<file path="config.mk">
export PLATFORM = sky130hd
export DESIGN_NAME = ctrl_sequencer
export DESIGN_NICKNAME = d
export VERILOG_FILES = /design/src/rtl/ctrl_seq_pkg.sv /design/src/rtl/ctrl_sequencer_sel_decoder.sv /design/src/rtl/ctrl_sequencer.sv
export SDC_FILE = /design/constraint.sdc
export NUM_CORES = 1
export LEC_CHECK = 0
export BUFFER_PORTS_ARGS = -buffer_cell sky130_fd_sc_hd__clkbuf_2
export CORE_MARGIN = 3
export CORE_UTILIZATION = 40
export DETAILED_ROUTE_END_ITERATION = 8
export PLACE_DENSITY = 0.71
export SYNTH_ARGS = -nofsm -noshare
export SYNTH_HDL_FRONTEND = slang
export SYNTH_HIERARCHICAL = 1
export SYNTH_SLANG_ARGS = --single-unit
</file>
<file path="constraint.sdc">
create_clock -name clk -period 2.2 [get_ports clk]
set_input_delay 0.44 -clock clk [delete_from_list [all_inputs] [get_ports clk]]
set_output_delay 0.44 -clock clk [all_outputs]
set_load 0.01 [all_outputs]
</file>
<file path="src/rtl/ctrl_seq_pkg.sv">
// ctrl_seq_pkg: shared encodings and microword field layout for ctrl_sequencer.
// Field positions are functions of SELW/UADDRW so the layout follows the
// sequencer's parameters.
package ctrl_seq_pkg;

    typedef enum logic [1:0] {
        BR_SEQ  = 2'b00,
        BR_JUMP = 2'b01,
        BR_COND = 2'b10,
        BR_DISP = 2'b11
    } br_mode_e;

    typedef enum logic [1:0] {
        RST_NONE = 2'b00,
        RST_R2   = 2'b01,
        RST_ALL  = 2'b10,
        RST_RSVD = 2'b11
    } rst_code_e;

    typedef enum logic [3:0] {
        F_NXT,
        F_RST,
        F_PC_INC,
        F_R2_INC,
        F_ALU_OP,
        F_ALU_CTRL,
        F_ALU_MUX,
        F_LD_ALU,
        F_RSEL,
        F_WSEL,
        F_INS_RD,
        F_MEM_WR,
        F_MEM_RD,
        F_BR,
        F_SP
    } field_e;

    // Register select values (0 selects nothing)
    localparam int unsigned REG_AR = 1;
    localparam int unsigned REG_DR = 2;
    localparam int unsigned REG_PC = 3;
    localparam int unsigned REG_IR = 4;
    localparam int unsigned REG_R1 = 5;
    localparam int unsigned REG_R2 = 6;
    localparam int unsigned REG_R3 = 7;
    localparam int unsigned REG_R4 = 8;
    localparam int unsigned REG_R5 = 9;
    localparam int unsigned REG_R6 = 10;
    localparam int unsigned REG_R7 = 11;
    localparam int unsigned REG_AC = 12;

    // Bit positions inside the 6-bit ld_alu group
    localparam int unsigned LD_AC  = 0;
    localparam int unsigned LD_R5  = 1;
    localparam int unsigned LD_R1  = 2;
    localparam int unsigned LD_IDY = 3;
    localparam int unsigned LD_IDX = 4;
    localparam int unsigned LD_IR  = 5;

    function automatic int unsigned cw_width(input int unsigned selw, input int unsigned uaddrw);
        return 23 + 2 * selw + uaddrw;
    endfunction

    // LSB position of each microword field, packed MSB->LSB as
    // sp, br_mode, mem_rd, mem_wr, ins_rd, wsel, rsel, ld_alu, alu_mux,
    // alu_ctrl, alu_op, r2_inc, pc_inc, rst_code, nxt
    function automatic int unsigned field_lsb(input field_e f, input int unsigned selw,
                                              input int unsigned uaddrw);
        int unsigned pos;
        pos = 0;
        case (f)
            F_NXT:      pos = 0;
            F_RST:      pos = uaddrw;
            F_PC_INC:   pos = uaddrw + 2;
            F_R2_INC:   pos = uaddrw + 3;
            F_ALU_OP:   pos = uaddrw + 4;
            F_ALU_CTRL: pos = uaddrw + 5;
            F_ALU_MUX:  pos = uaddrw + 8;
            F_LD_ALU:   pos = uaddrw + 11;
            F_RSEL:     pos = uaddrw + 17;
            F_WSEL:     pos = uaddrw + 17 + selw;
            F_INS_RD:   pos = uaddrw + 17 + 2 * selw;
            F_MEM_WR:   pos = uaddrw + 18 + 2 * selw;
            F_MEM_RD:   pos = uaddrw + 19 + 2 * selw;
            F_BR:       pos = uaddrw + 20 + 2 * selw;
            F_SP:       pos = uaddrw + 22 + 2 * selw;
            default:    pos = 0;
        endcase
        return pos;
    endfunction

endpackage

</file>
<file path="src/rtl/ctrl_sequencer_sel_decoder.sv">
// sel_decoder: register-select to one-hot enable. Select k (1..NREG) sets
// bit k-1; 0 and any value above NREG give an all-zero enable.
module sel_decoder #(
    parameter int unsigned SELW = 4,
    parameter int unsigned NREG = 12
) (
    input  logic [SELW-1:0] sel,
    output logic [NREG-1:0] en
);

    // Compare against every legal select; out-of-range values match nothing
    always_comb begin
        en = '0;
        for (int unsigned k = 0; k < NREG; k++) begin
            if (sel == SELW'(k + 1)) begin
                en[k] = 1'b1;
            end
        end
    end

endmodule

</file>
<file path="src/rtl/ctrl_sequencer.sv">
// ctrl_sequencer: microprogram sequencer and control-word register.
// Fetches a microword from an asynchronous ROM each cycle, registers it with
// optional IR select substitution, decodes outputs from the registered word
// and holds on memory handshakes.
// Build option: define CTRL_SEQ_DISPATCH_EN to make br_mode 11 jump to
// disp_addr; otherwise br_mode 11 behaves as a plain jump to nxt.
module ctrl_sequencer
    import ctrl_seq_pkg::*;
#(
    parameter int unsigned NREG       = 12,
    parameter int unsigned SELW       = 4,
    parameter int unsigned UADDRW     = 5,
    parameter int unsigned RESET_ADDR = 0,
    localparam int unsigned CWW       = 23 + 2 * SELW + UADDRW
) (
    input  logic              clk,
    input  logic              rst_n,
    output logic [UADDRW-1:0] rom_addr,
    input  logic [CWW-1:0]    rom_data,
    input  logic [SELW-1:0]   ir_wsel,
    input  logic [SELW-1:0]   ir_rsel,
    input  logic [UADDRW-1:0] disp_addr,
    input  logic              z_flag,
    input  logic              mem_ready,
    output logic              mem_read,
    output logic              mem_wr,
    output logic              ins_read,
    output logic [NREG-1:0]   wr_en,
    output logic [NREG-1:0]   rd_en,
    output logic [5:0]        ld_alu,
    output logic [2:0]        alu_mux,
    output logic [2:0]        alu_ctrl,
    output logic              alu_op,
    output logic              r2_inc,
    output logic              pc_inc,
    output logic              rst_r2,
    output logic              rst_all,
    output logic              stall
);

    localparam int unsigned P_NXT      = field_lsb(F_NXT, SELW, UADDRW);
    localparam int unsigned P_RST      = field_lsb(F_RST, SELW, UADDRW);
    localparam int unsigned P_PC_INC   = field_lsb(F_PC_INC, SELW, UADDRW);
    localparam int unsigned P_R2_INC   = field_lsb(F_R2_INC, SELW, UADDRW);
    localparam int unsigned P_ALU_OP   = field_lsb(F_ALU_OP, SELW, UADDRW);
    localparam int unsigned P_ALU_CTRL = field_lsb(F_ALU_CTRL, SELW, UADDRW);
    localparam int unsigned P_ALU_MUX  = field_lsb(F_ALU_MUX, SELW, UADDRW);
    localparam int unsigned P_LD_ALU   = field_lsb(F_LD_ALU, SELW, UADDRW);
    localparam int unsigned P_RSEL     = field_lsb(F_RSEL, SELW, UADDRW);
    localparam int unsigned P_WSEL     = field_lsb(F_WSEL, SELW, UADDRW);
    localparam int unsigned P_INS_RD   = field_lsb(F_INS_RD, SELW, UADDRW);
    localparam int unsigned P_MEM_WR   = field_lsb(F_MEM_WR, SELW, UADDRW);
    localparam int unsigned P_MEM_RD   = field_lsb(F_MEM_RD, SELW, UADDRW);
    localparam int unsigned P_BR       = field_lsb(F_BR, SELW, UADDRW);
    localparam int unsigned P_SP       = field_lsb(F_SP, SELW, UADDRW);

    logic [UADDRW-1:0] upc;
    logic [UADDRW-1:0] upc_next;
    logic [UADDRW-1:0] upc_seq;
    logic [UADDRW-1:0] rom_nxt;
    logic [CWW-1:0]    cw;
    logic [CWW-1:0]    cw_load;
    br_mode_e          br_mode;
    rst_code_e         rst_code;
    logic              run;
    logic [NREG-1:0]   wr_dec;
    logic [NREG-1:0]   rd_dec;

    // Sequencing/control bits of the executing word are consumed at fetch
    // time from rom_data, so the registered copies are intentionally idle.
    logic unused_cw_bits;
    assign unused_cw_bits = ^{cw[P_SP], cw[P_BR +: 2], cw[P_NXT +: UADDRW]};

`ifndef CTRL_SEQ_DISPATCH_EN
    logic unused_disp;
    assign unused_disp = ^disp_addr;
`endif

    assign rom_addr = upc;
    assign stall    = (cw[P_MEM_RD] | cw[P_MEM_WR]) & ~mem_ready;
    assign run      = ~stall;
    assign br_mode  = br_mode_e'(rom_data[P_BR +: 2]);
    assign rst_code = rst_code_e'(cw[P_RST +: 2]);
    assign rom_nxt  = rom_data[P_NXT +: UADDRW];
    assign upc_seq  = upc + UADDRW'(1);

    // Word to load: ROM word, with IR selects substituted when sp is set
    always_comb begin
        cw_load = rom_data;
        if (rom_data[P_SP]) begin
            cw_load[P_WSEL +: SELW] = ir_wsel;
            cw_load[P_RSEL +: SELW] = ir_rsel;
        end
    end

    // Next micro-address chosen by the branch mode of the word being loaded
    always_comb begin
        upc_next = upc_seq;
        case (br_mode)
            BR_SEQ:  upc_next = upc_seq;
            BR_JUMP: upc_next = rom_nxt;
            BR_COND: upc_next = z_flag ? rom_nxt : upc_seq;
`ifdef CTRL_SEQ_DISPATCH_EN
            BR_DISP: upc_next = disp_addr;
`else
            BR_DISP: upc_next = rom_nxt;
`endif
            default: upc_next = upc_seq;
        endcase
    end

    // Micro-PC and control-word register; a stall freezes both
    always_ff @(posedge clk) begin
        if (!rst_n) begin
            upc <= UADDRW'(RESET_ADDR);
            cw  <= '0;
        end else if (run) begin
            upc <= upc_next;
            cw  <= cw_load;
        end
    end

    sel_decoder #(
        .SELW(SELW),
        .NREG(NREG)
    ) u_wr_dec (
        .sel(cw[P_WSEL +: SELW]),
        .en (wr_dec)
    );

    sel_decoder #(
        .SELW(SELW),
        .NREG(NREG)
    ) u_rd_dec (
        .sel(cw[P_RSEL +: SELW]),
        .en (rd_dec)
    );

    // Output decode: levels hold through a stall, strobes fire only in the
    // word's final (unstalled) cycle
    always_comb begin
        mem_read = cw[P_MEM_RD];
        mem_wr   = cw[P_MEM_WR];
        ins_read = cw[P_INS_RD];
        rd_en    = rd_dec;
        alu_mux  = cw[P_ALU_MUX +: 3];
        alu_ctrl = cw[P_ALU_CTRL +: 3];
        wr_en    = run ? wr_dec : '0;
        ld_alu   = run ? cw[P_LD_ALU +: 6] : '0;
        alu_op   = run & cw[P_ALU_OP];
        r2_inc   = run & cw[P_R2_INC];
        pc_inc   = run & cw[P_PC_INC];
        rst_r2   = 1'b0;
        rst_all  = 1'b0;
        case (rst_code)
            RST_R2:  rst_r2 = run;
            RST_ALL: begin
                rst_r2  = run;
                rst_all = run;
            end
            default: begin
                rst_r2  = 1'b0;
                rst_all = 1'b0;
            end
        endcase
    end

endmodule

</file>
==> results of run 1 <==
[Yosys cell counts (4+ instances only)]
master / number / share of area
nand2_1: 48 / 0.088
dfxtp_1: 33 / 0.32
and2_1: 22 / 0.067
a21boi_1: 18 / 0.066
buf_4: 13 / 0.048
mux2i_1: 12 / 0.059
o211a_1: 9 / 0.044
and4bb_2: 8 / 0.049
nor4b_2: 8 / 0.059
and4b_1: 6 / 0.029
clkbuf_1: 5 / 0.0091
a21oi_1: 4 / 0.0098
buf_6: 4 / 0.022
inv_1: 4 / 0.0073
[power groups by stage]
stage | sequential, uW | clock, uW | combinational (uW)
4_1_cts | 720 | 603 | 338
5_1_grt | 733 | 632 | 370
6_report | 721 | 581 | 334
3_3_place_gp | 728 | 0 | 328
3_5_place_dp | 732 | 0 | 334
2_1_floorplan | 695 | 0 | 268
[flip-flops by register name (all words and copies together) (netlist names)]
signal    count
cw           28
rom_addr      5
[layout make-up]
type	instances	area (sq um)	area share
Timing Repair Buffer	100	508	0.196
Sequential cell	33	661	0.255
Inverter	5	18.8	0.00725
Tap cell	67	83.8	0.0324
Clock inverter	1	30.0	0.0116
Clock buffer	7	86.3	0.0333
Multi-Input combinational cell	159	1200	0.464
[per-stage QoR]
| stage | hold WS (ns) | instance area [sq um] | utilization | setup WS [ns] |
|---|---|---|---|---|
| 6_report | 0.377 | 2590 | 0.534 | 0.287 |
| 5_1_grt | 0.368 | 2590 | 0.534 | 0.145 |
| 4_1_cts | 0.367 | 2590 | 0.534 | 0.247 |
| 3_5_place_dp | 0.441 | 2460 | 0.508 | 0.264 |
| 3_3_place_gp | 0.433 | 2460 | 0.508 | 0.264 |
| 2_1_floorplan | 0.426 | 2050 | - | 0.777 |
[layer usage]
layer / up-vias / global-route usage / share of wire
met5: - / 0 / 0
met4: 0 / 0.0391 / 0.0021
met3: 2 / 0.0510 / 0.077
met2: 67 / 0.270 / 0.46
met1: 828 / 0.197 / 0.46
li1: 928 / - / -
[tightest hold or removal path, cell delays in order]
cell	delay, ns
clkbuf_2	0.08
nand2_1	0.04
a21boi_1	0.05
[cell families (layout without fill, tap and decap cells)]
kind of cell / count (synthesis) / count (layout) / share of synthesized area
multiplexers: 12 / 12 / 0.0585
buffers and inverters: 31 / 113 / 0.0976
adder cells (fa/ha/maj): 2 / 2 / 0.0122
AND/OR/NAND/NOR: 102 / 102 / 0.344
AO/OA/AOI/OAI: 42 / 43 / 0.166
flip-flops: 33 / 33 / 0.322
[worst max path at each step]
stage	endpoint	startpoint	depth (start not counted)
floorplan	ld_alu[0]	mem_ready	3
global placement	rst_r2	cw[32]	4
detailed placement	rst_r2	cw[32]	4
CTS	rst_r2	cw[31]	4
global route	rst_r2	cw[31]	4
finish	rst_r2	cw[31]	4
==> impl_metrics.csv, run 1 <==
group,metric,value,unit
outcome,outcome,"finished clean",
synthesis,ys_seq_area_frac,0.322,
route,ant_nets,0,
critical_path,reg2reg_depth,4,
min_path,hold_class,"input pin to register",
route,drt-wirelength-per-cell,13.0,microns
timing,slew_violations,0,
timing,rsz0062_at_grt,"false",
die,initial_core_util,0.423,
critical_path,cp_top_family,"compound AO/OA/AOI/OAI gates",
clocking,cts_setup_buffers,0,
global_routing,grt_usage,0.160,
route,viasPerCell,4.91,
timing,hold_viol_final,0,
final_layout,layout-drive-gt1-share,0.423,
global_routing,first_global_vias,1813,
critical_path,cp.required,1.76,ns
run,cap_viol_max_count,0,
synthesis,synth_cell_types,33,
power,p_leak,0.00132,uW
place,dp.cells,363,
clocking,cts.sinks,33,
place,place_congestion,0.735,
clocking,ctsHoldBuffers,0,
global_routing,grt_pass1_wl,8070,microns
timing,clock_skew,0.00732,ns
place,port_buffers,97,
power,seq_power_share,0.441,
clocking,clk-insertion-delay-late,0.28,ns
route,dr.pass1.iters,4,
critical_path,start_kind,"register",
synthesis,syn-mean-instance-area,9.24,sq um
route,drt_iter0_markers,144,
synthesis,ys_ff_latch,33,
synthesis,synthFlopType,"dfxtp_1",
clocking,cts_resized,0,
timing,setup_violations,0,
min_path,min_path_cells,3,
critical_path,cp_num_buf_inv,2,
power,vdd_ir_drop_max,0.425,mV
clocking,cts_tree,"done",
power,power_frac_comb,0.204,
critical_path,reg2reg_from,"cw[31]",
global_routing,grt_max_degree,35,
critical_path,critPathSlowestCell,"o21bai_4",
power,switching_share,0.272,
timing,setup_tns,0,ns
critical_path,end_kind,"output pin",
timing,slew_headroom,0.375,
synthesis,syn_inst,222,
critical_path,path_cells,"o21bai_4, inv_2, nor2_1, clkbuf_2",
critical_path,path_class,"register to output pin",
timing,tightest_slew,0.937,ns
critical_path,crit_arrival,1.47,ns
critical_path,slowest_delay,0.45,ns
die,die-width,77.6,microns
die,core_area,4850,sq um
final_layout,nets,359,
critical_path,rrSetupSlack,0.45,ns
timing,max_freq,523,MHz
global_routing,antenna_found_initial,0,
place,dp_hpwl,3380,microns
critical_path,worstPathMaxFanout,24,
route,vias,1825,
power,clockPowerShare,0.355,
power,p_total,1640,uW
power,cellInternalPower,1190,uW
global_routing,overflow,0,
power,p_sw,444,uW
final_layout,nFillCells,462,
synthesis,synth_nets,277,
min_path,min_from,"rom_data[16]",
final_layout,final_cell_mix,"clkbuf_2 (97), nand2_1 (48), dfxtp_1 (33)",
timing,min_period,1.91,ns
synthesis,synth_edf_count,0,
clocking,cts_buffers,5,
power,p_per_area,632,nW/um^2
die,dieArea,6030,sq um
critical_path,reg2reg_to,"cw[26]",
route,routed_wl,4820,microns
die,ios,103,
route,drc_errors,0,
clocking,cts_root_buffer,"clkbuf_8",
synthesis,yosysWarnings,6,
clocking,htree_levels,2,
final_layout,area_growth,26.2,%
final_layout,n_antenna_cell,0,
clocking,clk_path_buf_depth,2,
clocking,clk_pin_slew,0.07,ns
final_layout,final_common_cell,"clkbuf_2",
min_path,hold_end,"cw[16]",
synthesis,async_flop_share,0,
die,die_h,77.6,microns
synthesis,synth_area,2050,sq um
timing,finalCritPeriodShare,0.869,
final_layout,final_cells,372,
die,num_rows,25,
Power figures use the tool's default switching activity.
==> inputs of run 2 (changes only) <==
- CORE_UTILIZATION: 40 -> 49
- PLACE_DENSITY: 0.71 -> 0.85
==> impl_metrics.csv, run 2 (same netlist as run 1, synthesis figures left out) <==
group,metric,value,unit
critical_path,crit_arrival,1.49,ns
place,place_congestion,0.722,
clocking,clk-insertion-delay-late,0.27,ns
critical_path,critPathSlowestCell,"o21bai_4",
global_routing,first_global_vias,1602,
clocking,cts.sinks,33,
timing,finalCritPeriodShare,0.879,
route,drc_errors,0,
clocking,cts_resized,0,
route,dr.pass1.iters,4,
clocking,ctsHoldBuffers,0,
clocking,cts_buffers,5,
global_routing,grt_usage,0.168,
critical_path,cp.required,1.76,ns
run,cap_viol_max_count,0,
timing,setup_tns,0,ns
power,p_per_area,581,nW/um^2
critical_path,cp_num_buf_inv,1,
timing,slew_violations,0,
place,dp_hpwl,3090,microns
critical_path,cp_top_family,"compound AO/OA/AOI/OAI gates",
route,drt_iter0_markers,49,
die,core_area,3850,sq um
critical_path,end_kind,"output pin",
clocking,htree_levels,2,
die,initial_core_util,0.532,
outcome,outcome,"finished clean",
final_layout,nets,359,
clocking,clk_pin_slew,0.06,ns
clocking,clk_path_buf_depth,2,
critical_path,path_cells,"o21bai_4, and2_1, clkbuf_2",
timing,clock_skew,0.00374,ns
critical_path,start_kind,"register",
place,pre_cts_ws,0.322,ns
final_layout,final_cells,353,
clocking,cts_setup_buffers,0,
route,vias,1809,
timing,slew_headroom,0.582,
final_layout,final_common_cell,"clkbuf_2",
global_routing,grt_pass1_wl,6970,microns
final_layout,nFillCells,331,
global_routing,overflow,0,
route,drt-wirelength-per-cell,12.8,microns
global_routing,grt_max_degree,45,
critical_path,slowest_delay,0.50,ns
final_layout,regMostFlops,"cw",
die,ios,103,
critical_path,path_class,"register to output pin",
timing,tightest_slew,0.627,ns
final_layout,layout-drive-gt1-share,0.423,
route,viasPerCell,5.12,
global_routing,antenna_found_initial,0,
timing,setup_violations,0,
timing,finalWorstSetupSlack,0.266,ns
die,die-width,70.7,microns
route,ant_nets,0,
clocking,cts_tree,"done",
timing,hold_viol_final,0,
final_layout,seqCellArea,661,sq um
place,dp.cells,344,
critical_path,worstPathMaxFanout,22,
final_layout,utilization,0.659,
die,dieArea,5000,sq um
final_layout,n_antenna_cell,0,
final_layout,final_cell_mix,"clkbuf_2 (97), nand2_1 (48), dfxtp_1 (33)",
route,routed_wl,4530,microns
final_layout,multi_input_area,1210,sq um
timing,min_period,1.93,ns
timing,max_freq,517,MHz
power,p_leak,0.00131,uW
die,die_h,70.7,microns
power,vdd_ir_drop_max,0.509,mV
timing,rsz0062_at_grt,"false",
final_layout,largest_reg_flops,28,
min_path,hold_class,"input pin to register",
clocking,cts_root_buffer,"clkbuf_8",
die,num_rows,22,
place,port_buffers,97,
final_layout,area_growth,23.8,%
[run 2: cell count changes in the layout (fill, tap and decap cells not counted)]
cell / delta
o21bai_2: -1
bufinv_16: -1
clkinv_2: +2
o21bai_4: +1
clkbuf_8: -1
[run 2: final cells by class]
type	instances	share of cell area
well taps	48	0.0236
clock buffers	6	0.0286
inverters	5	0.00739
clock inverters	2	0.00394
repair buffers	100	0.200
multi-input cells	159	0.476
flip-flops and latches	33	0.260
[run 2: report_power, final]
part,switching (uW),internal (uW),total [uW]
sequential,75.8,646,722
combinational,156,177,333
clock,203,219,421
[run 2: final timing paths]
check	cells after the start	endpoint	slack, ns	start
max	3	wr_en[9]	0.27	cw[32]
min	3	cw[11]	0.38	rom_data[11]
max reg2reg	5	rom_addr[2]	0.68	cw[32]
min reg2reg	2	cw[8]	0.44	cw[8]
[run 2: tightest hold or removal path: stages]
cell	delay [ns]
clkbuf_2	0.08
nand2_1	0.04
a21boi_1	0.05
[run 2: stage by stage]
step / hold WS, ns / power [uW] / cell area [sq um]
floorplan: 0.426 / 963 / 2050
global placement: 0.432 / 1050 / 2440
detailed placement: 0.439 / 1060 / 2440
CTS: 0.372 / 1490 / 2520
global route: 0.375 / 1570 / 2540
finish: 0.384 / 1480 / 2540
[run 2: layer usage]
layer,part of all wire,wire (microns),GRT usage,vias to the layer above
li1,-,-,-,932
met4,0.016,72,0.0626,0
met2,0.45,2020,0.274,72
met1,0.45,2050,0.206,796
met5,0,0,0,-
met3,0.085,383,0.0540,9
